--- src/rtl/stopwatch_bcd.sv ---
// stopwatch_bcd: self-timed stopwatch core. A prescaler divides the system
// clock down to the tick rate and a single increment event advances a
// cascaded BCD digit chain in one edge. Also provides run/pause, clear,
// lap-hold snapshot, MM:SS.cc digit limits and wrap/saturate overflow.
module stopwatch_bcd #(
    parameter int unsigned CLOCK_HZ  = 50_000_000,
    parameter int unsigned TICK_HZ   = 100,
    parameter int unsigned DIGITS    = 6,
    parameter int unsigned MMSS_MODE = 0,
    parameter int unsigned SATURATE  = 0
) (
    input  logic                  clock,
    input  logic                  nReset,
    input  logic                  run,
    input  logic                  clear,
    input  logic                  lap,
    output logic [4*DIGITS-1:0]   count_bcd,
    output logic [4*DIGITS-1:0]   display_bcd,
    output logic                  lap_held,
    output logic                  tick,
    output logic                  overflow
);

    localparam int unsigned DIV = CLOCK_HZ / TICK_HZ;
    localparam int unsigned PW  = (DIV > 2) ? $clog2(DIV) : 1;
    localparam logic [PW-1:0] PRESCALE_MAX = PW'(DIV - 1);

    // Seconds-tens and minutes-tens only count to 5 in MM:SS.cc mode.
    function automatic logic [3:0] digitLimit(input int idx);
        if (MMSS_MODE != 0 && (idx == 3 || idx == 5)) begin
            return 4'd5;
        end
        return 4'd9;
    endfunction

    logic [PW-1:0]         prescale_q, prescale_d;
    logic [4*DIGITS-1:0]   count_q, count_d;
    logic [4*DIGITS-1:0]   display_q, display_d;
    logic                  lapHeld_q, lapHeld_d;
    logic                  tick_q, tick_d;
    logic                  overflow_q, overflow_d;

    logic                  incEvent;
    logic                  atFull;
    logic                  carry;
    logic [4*DIGITS-1:0]   countInc;

    // Incremented digit chain: a digit steps only when every lower digit sits at its limit.
    always_comb begin
        atFull   = 1'b1;
        carry    = 1'b1;
        countInc = count_q;
        for (int i = 0; i < DIGITS; i++) begin
            if (count_q[4*i +: 4] != digitLimit(i)) begin
                atFull = 1'b0;
            end
            if (carry) begin
                if (count_q[4*i +: 4] == digitLimit(i)) begin
                    countInc[4*i +: 4] = 4'd0;
                end else begin
                    countInc[4*i +: 4] = count_q[4*i +: 4] + 4'd1;
                end
            end
            carry = carry && (count_q[4*i +: 4] == digitLimit(i));
        end
    end

    // Next-state: clear beats increment and lap; saturation suppresses the count step and tick.
    always_comb begin
        incEvent   = run && (prescale_q == PRESCALE_MAX);
        prescale_d = prescale_q;
        count_d    = count_q;
        overflow_d = overflow_q;
        lapHeld_d  = lapHeld_q;
        tick_d     = 1'b0;
        if (clear) begin
            prescale_d = '0;
            count_d    = '0;
            overflow_d = 1'b0;
            lapHeld_d  = 1'b0;
        end else begin
            if (run) begin
                prescale_d = incEvent ? '0 : prescale_q + 1'b1;
            end
            if (incEvent) begin
                if (atFull) begin
                    overflow_d = 1'b1;
                end
                if (!(atFull && SATURATE != 0)) begin
                    count_d = countInc;
                    tick_d  = 1'b1;
                end
            end
            if (lap) begin
                lapHeld_d = !lapHeld_q;
            end
        end
        display_d = (lapHeld_d && lapHeld_q) ? display_q : count_d;
    end

    // State registers with synchronous active-low reset.
    always_ff @(posedge clock) begin
        if (!nReset) begin
            prescale_q <= '0;
            count_q    <= '0;
            display_q  <= '0;
            lapHeld_q  <= 1'b0;
            tick_q     <= 1'b0;
            overflow_q <= 1'b0;
        end else begin
            prescale_q <= prescale_d;
            count_q    <= count_d;
            display_q  <= display_d;
            lapHeld_q  <= lapHeld_d;
            tick_q     <= tick_d;
            overflow_q <= overflow_d;
        end
    end

    assign count_bcd   = count_q;
    assign display_bcd = display_q;
    assign lap_held    = lapHeld_q;
    assign tick        = tick_q;
    assign overflow    = overflow_q;

endmodule
--- config.mk ---
export PLATFORM = sky130hd
export DESIGN_NAME = stopwatch_bcd
export DESIGN_NICKNAME = d
export VERILOG_FILES = /design/src/rtl/stopwatch_bcd.sv
export SDC_FILE = /design/constraint.sdc
export NUM_CORES = 1
export LEC_CHECK = 0
export CORE_MARGIN = 2
export CORE_UTILIZATION = 50
export CTS_CLUSTER_SIZE = 16
export DETAILED_ROUTE_END_ITERATION = 10
export GPL_TIMING_DRIVEN = 0
export PLACE_DENSITY = 0.83
export SLEW_MARGIN = 10
export SYNTH_ARGS = -nofsm -noshare
export SYNTH_HDL_FRONTEND = slang
export SYNTH_SLANG_ARGS = --single-unit
--- constraint.sdc ---
create_clock -name clock -period 5 [get_ports clock]
set_input_delay 0.75 -clock clock [delete_from_list [all_inputs] [get_ports clock]]
set_output_delay 0.75 -clock clock [all_outputs]
set_load 0.03 [all_outputs]
==> impl_metrics.csv <==
group,metric,value,unit
status,status,"finished clean",
placed_design,place_area,3730,sq um
global_routing,grt_start_max_net_pins,14,
clock_network,cts_tree,"built",
floorplanning,die_h,82.6,um
sta,whs,0.452,ns
clock_network,cts_hold_repair.buffers,0,
global_routing,grt_pass1_wl,12.0,mm
synthesis,netlist_area,3090,sq um
sta,clock_skew,0.0107,ns
worst_setup_path,critPathBufInv,2,
worst_setup_path,slowest_stage,"or4_4",
global_routing,top_usage_layer,"met2",
power,p_int,0.900,mW
global_routing,use_met3,0.0446,
placed_design,dp_hpwl,5.34,mm
clock_network,cts_resized,0,
cells_and_area,drive_gt1_frac,0.0701,
cells_and_area,final_common_cell,"dfxtp_1",
worst_setup_path,crit_family,"buffers and inverters",
synthesis,yosys_most_used_dff,"dfxtp_1",
worst_setup_path,slowest_delay,0.61,ns
sta,rsz0062_at_grt,"false",
synthesis,synth-warning-count,0,
sta,fin_crit,2.99,ns
power,switchingPower,0.243,mW
sta,relSlewSlack,0.294,
detailed_routing,avgViaCountPerCell,5.55,
synthesis,async_reset_ff_frac,0,
global_routing,grt_remaining_overflow,0,
synthesis,synth_edf_count,0,
power,power_frac_seq,0.489,
placed_design,gp_congestion,0.838,
placed_design,portBuffers,55,
clock_network,numCtsBuffers,9,
synthesis,avgSynthCellArea,8.65,sq um
placed_design,dp.cells,487,
cells_and_area,fin_cells,503,
sta,clock.fmax,0.334,GHz
clock_network,clock_latency,0.35,ns
cells_and_area,fin_area,3980,sq um
floorplanning,rows,28,
cells_and_area,fin_util,0.668,
sta,period_share,0.599,
power,p_leak,1.24,nW
worst_setup_path,crit_path_start_kind,"input port",
detailed_routing,drt_first_pass_iters,4,
power,ir_drop,0.000232,V
detailed_routing,wl,7.31,mm
worst_setup_path,crit_chain,"clkdlybuf4s50_1, nand3_1, or4_4, clkbuf_1, o311ai_0, a31oi_1",
clock_network,numClockSinks,70,
sta,tightest_slew,1.04,ns
global_routing,grt_util_met1,0.284,
worst_hold_path,hp-class,"reg2reg",
global_routing,grt_use_met2,0.390,
worst_setup_path,crit_start,"run",
detailed_routing,drtIter0Drc,159,
detailed_routing,vias,2794,
synthesis,yosysUniqueCellTypes,46,
worst_setup_path,required,5.21,ns
global_routing,antenna_found_initial,0,
detailed_routing,final_antenna_net_count,0,
worst_hold_path,min_from,"display_bcd[15]",
synthesis,ys_ff_latch,70,
cells_and_area,n_antenna_cell,0,
worst_setup_path,path_class,"in2reg",
worst_setup_path,cp_max_fo,10,
sta,slew_viol_final,0,
floorplanning,core,5960,sq um
clock_network,post-cts-setup-buffers,0,
synthesis,syn_nets,363,
floorplanning,initial_utilization,0.519,
power,switching_share,0.213,
sta,tns,0,ns
clock_network,cts_htree_levels,3,
sta,setup_violations,0,
cells_and_area,final_cell_mix,"dfxtp_1 (70), clkdlybuf4s50_1 (55), nor2_1 (54)",
cells_and_area,areaGrowthSynthToFinish,28.8,%
floorplanning,die_area,6820,sq um
clock_network,clockBufferDepth,2,
power,pwr-share-clk,0.489,
cells_and_area,nets,429,
detailed_routing,avgRoutedWirePerCell,14.5,um
detailed_routing,drc,0,
worst_setup_path,timing.rr.start,"prescale_q[11]",
global_routing,grt_pass1_vias,2689,
floorplanning,die_x,82.6,um
worst_setup_path,end_kind,"register",
global_routing,grt_usage,0.232,
synthesis,ys_seq_area_frac,0.454,
power,powerDensity,287,nW/um^2
flow_run,cap_violations,0,
power,p_comb_frac,0.022,
sta,hold_violations,0,
clock_network,cts.clk_slew.worst_paths,0.08,ns
floorplanning,ios,56,
synthesis,synth_cells,357,
clock_network,clock-root-buffer,"clkbuf_8",
worst_setup_path,cp.arrival,3.20,ns
-- path summary, 6_finish.rpt --
kind                endpoint  depth (start not counted)  slack [ns]
max reg2reg  display_bcd[11]                          5        2.36
min reg2reg  display_bcd[15]                          2        0.45
min          display_bcd[15]                          2        0.45
max          display_bcd[11]                          6        2.01
-- worst reg2reg max path, delay by kind of cell, from the launching register on --
kind / cells / cell delay (ns)
AND/OR/NAND/NOR: 2 / 1.11
AO/OA/AOI/OAI: 2 / 0.75
flip-flops: 1 / 0.36
buffers and inverters: 1 / 0.29
-- layer usage --
| layer | vias up | share of wire | wire [um] |
|---|---|---|---|
| met5 | - | 0 | 0 |
| met4 | 0 | 0.022 | 161 |
| met3 | 16 | 0.050 | 364 |
| met2 | 70 | 0.48 | 3520 |
| met1 | 1321 | 0.45 | 3270 |
| li1 | 1387 | - | - |
-- cell type report --
type                    instances  area (sq um)
fillers                       497          1980
inverters                      12          45.0
clock buffers                   9           124
flip-flops and latches         70          1400
multi-input cells             262          1590
well taps                      75          93.8
plain buffers                  13          56.3
clock inverters                 7           120
repair buffers                 55           551
-- Yosys cell counts, types with 4 or more instances --
cell type  count  area (sq um)
nand2b_1       4          25.0
xor2_1        13           114
nand4_1       12          75.1
dfxtp_1       70          1400
nand3_1       14          70.1
xnor2_1       18           158
o21ai_1        6          30.0
nor2_1        54           203
o21ai_0       18          90.1
nand2_1       39           146
mux2i_1        4          40.0
nor3_1         8          40.0
nor4_1         7          43.8
inv_1         12          45.0
a21oi_1        9          45.0
clkbuf_1      12          45.0
and3_1         5          31.3
nor2b_1        4          25.0
a31oi_1        4          25.0
nor4bb_1       5          50.1
-- power by group through the flow --
stage	Clock, mW	Sequential, mW	Combinational (mW)
final	0.558	0.559	0.0250
after global routing	0.590	0.559	0.0275
after CTS	0.567	0.559	0.0251
after detailed placement	0	0.572	0.0246
after global placement	0	0.572	0.0239
after floorplan	0	0.573	0.0123
-- per-stage QoR --
stage                     total power, mW  setup WS (ns)
after CTS                            1.15           2.10
after detailed placement            0.597           1.74
after global placement              0.596           1.77
after global routing                 1.18           1.88
after floorplan                     0.585           2.62
final                                1.14           2.01
-- registers in the layout, indices dropped and copies added, names as in the netlist --
name         flops
count_bcd       24
display_bcd     24
lap_held         1
overflow         1
prescale_q      19
tick             1
-- cells by family after synthesis --
logic type	Yosys count	share of synthesized area
AND/OR/NAND/NOR	176	0.303
flip-flops	70	0.454
AO/OA/AOI/OAI	49	0.102
XOR/XNOR	31	0.0879
buffers and inverters	25	0.0328
multiplexers	5	0.0166
adder cells (fa/ha/maj)	1	0.00405
Note: power is estimated with default switching activity, not from simulation.
==> RTL edit (config.mk and constraints unchanged) <==
The output `tick` loses its register stage (`tick_q` becomes a continuous assignment).
--- a/src/rtl/stopwatch_bcd.sv
+++ b/src/rtl/stopwatch_bcd.sv
@@ -107,3 +107,2 @@
             lapHeld_q  <= 1'b0;
-            tick_q     <= 1'b0;
             overflow_q <= 1'b0;
@@ -114,3 +113,2 @@
             lapHeld_q  <= lapHeld_d;
-            tick_q     <= tick_d;
             overflow_q <= overflow_d;
@@ -118,2 +116,4 @@
     end
+
+    assign tick_q = tick_d;
 
Formal check against the unedited RTL: same outputs for any inputs over 10 cycles, from zero or initial values and one cycle with nReset low; that may be too few to reach the edited logic, so the function may still have changed.
==> RTL edit against the unedited design <==
- count of clock-buffer cells in the layout rose by 3
- clock skew fell by 0.0044 ns
- setup slack got worse by 0.70 ns
- sequential cell count fell by 1
- total power fell by 9.5%
- via count rose by 0.18%
- sequential share of layout area fell by 0.46 points
- synthesized area rose by 1.5%
- first-iteration DRC count fell by 25%
- combinational power rose by 26%
- wire length rose by 1.5%
- die area rose by 1.4%
- design area fell by 0.13%
- largest power group unchanged
- highest routed layer unchanged
==> RTL edit: results (changes against the unedited design) <==
worst hold slack 0.460 ns (was 0.452 ns); gpl congestion 0.849 (was 0.838); Lkg Pwr 0.00132 uW (was 0.00124 uW); FF+latch count, synth 69 (was 70); via count 2799 (was 2794); worst hold start display_bcd[18]$_SDFFE_PN0N_ (was display_bcd[15]$_SDFFE_PN0N_); data arrival time of the critical path 2.94 ns (was 3.20 ns); number of distinct library cell variants in the gate-level netlist after synthesis 55 (was 46); startpoint of the lowest-slack register-to-register path count_bcd[0]$_SDFF_PN0_ (was prescale_q[11]$_SDFFE_PP0P_); all-layer global routing usage 22.1% (was 23.2%); fill cell total of the finished layout 469 (was 497); met3 GRT Util 5.96% (was 4.46%); met3 layer wire length in the routed design 481 um (was 364 um); fraction of met1 tracks used by global routing 27.9% (was 28.4%); relative contribution of combinational cells to total power 3.0% (was 2.2%); global-route met2 utilization 35.0% (was 39.0%); layout clock buffer count 12 (was 9); timing-limited maximum frequency 0.271 GHz (was 0.334 GHz); list of most frequent post-synthesis cells dfxtp_1 (69), nor2_1 (56), nand2_1 (22) (was dfxtp_1 (70), nor2_1 (54), nand2_1 (39)); depth of the most critical reg-to-reg path 6 (was 5); fraction of area in clock buffers and inverters 4.85% (was 6.13%); power of the sequential group 553 uW (was 559 uW); number of DRC violations after detailed-routing iteration 0 119 (was 159); worst clock skew on the final layout 0.00623 ns (was 0.0107 ns); wl on met1 3320 um (was 3270 um); Layout Nets 424 (was 429); outcome completed (unchanged); top cells by area in the synthesized netlist dfxtp_1 (44%), nor2_1 (6.7%), xor2_1 (5.0%) (was dfxtp_1 (45%), nor2_1 (6.6%), xnor2_1 (5.1%)); Worst Setup EP tick (was display_bcd[11]$_SDFFE_PN0N_); Worst Hold Path EP display_bcd[18]$_SDFFE_PN0N_ (was display_bcd[15]$_SDFFE_PN0N_); Critical-path top delay cell clkdlybuf4s50_1 (was or4_4); largest driver fanout on the critical path 7 (was 10); Mapped Avg Cell Area 8.91 um^2 (was 8.65 um^2)
==> RTL edit: cell types whose count changed after synthesis, sizes merged, moves of 5 or more <==
cell,unedited run,this run
a211oi,0,6
inv,12,7
xnor2,18,11
xor2,13,18
a21oi,9,18
or4,6,1
o21ai,24,16
nand2,39,22
==> RTL edit: worst min-delay path, cell delays in order (launching register included) <==
cell     delay (ns)
dfxtp_1        0.33
nand2_1        0.05
o21ai_0        0.06
==> RTL edit: cells by family after synthesis <==
kind of cell / after synthesis / share of synthesized area, %
AND/OR/NAND/NOR: 167 / 30.7
flip-flops: 69 / 44.1
AO/OA/AOI/OAI: 58 / 11.9
XOR/XNOR: 29 / 8.10
buffers and inverters: 22 / 2.91
multiplexers: 6 / 1.92
adder cells (fa/ha/maj): 1 / 0.399
==> RTL edit: metrics by stage <==
step                      power (uW)  std cells  instance area [um^2]
after floorplan                  583        352                  3140
after global placement           596        482                  3780
after detailed placement         597        482                  3780
after CTS                       1040        498                  3970
after global routing            1070        498                  3970
final                           1030        498                  3970
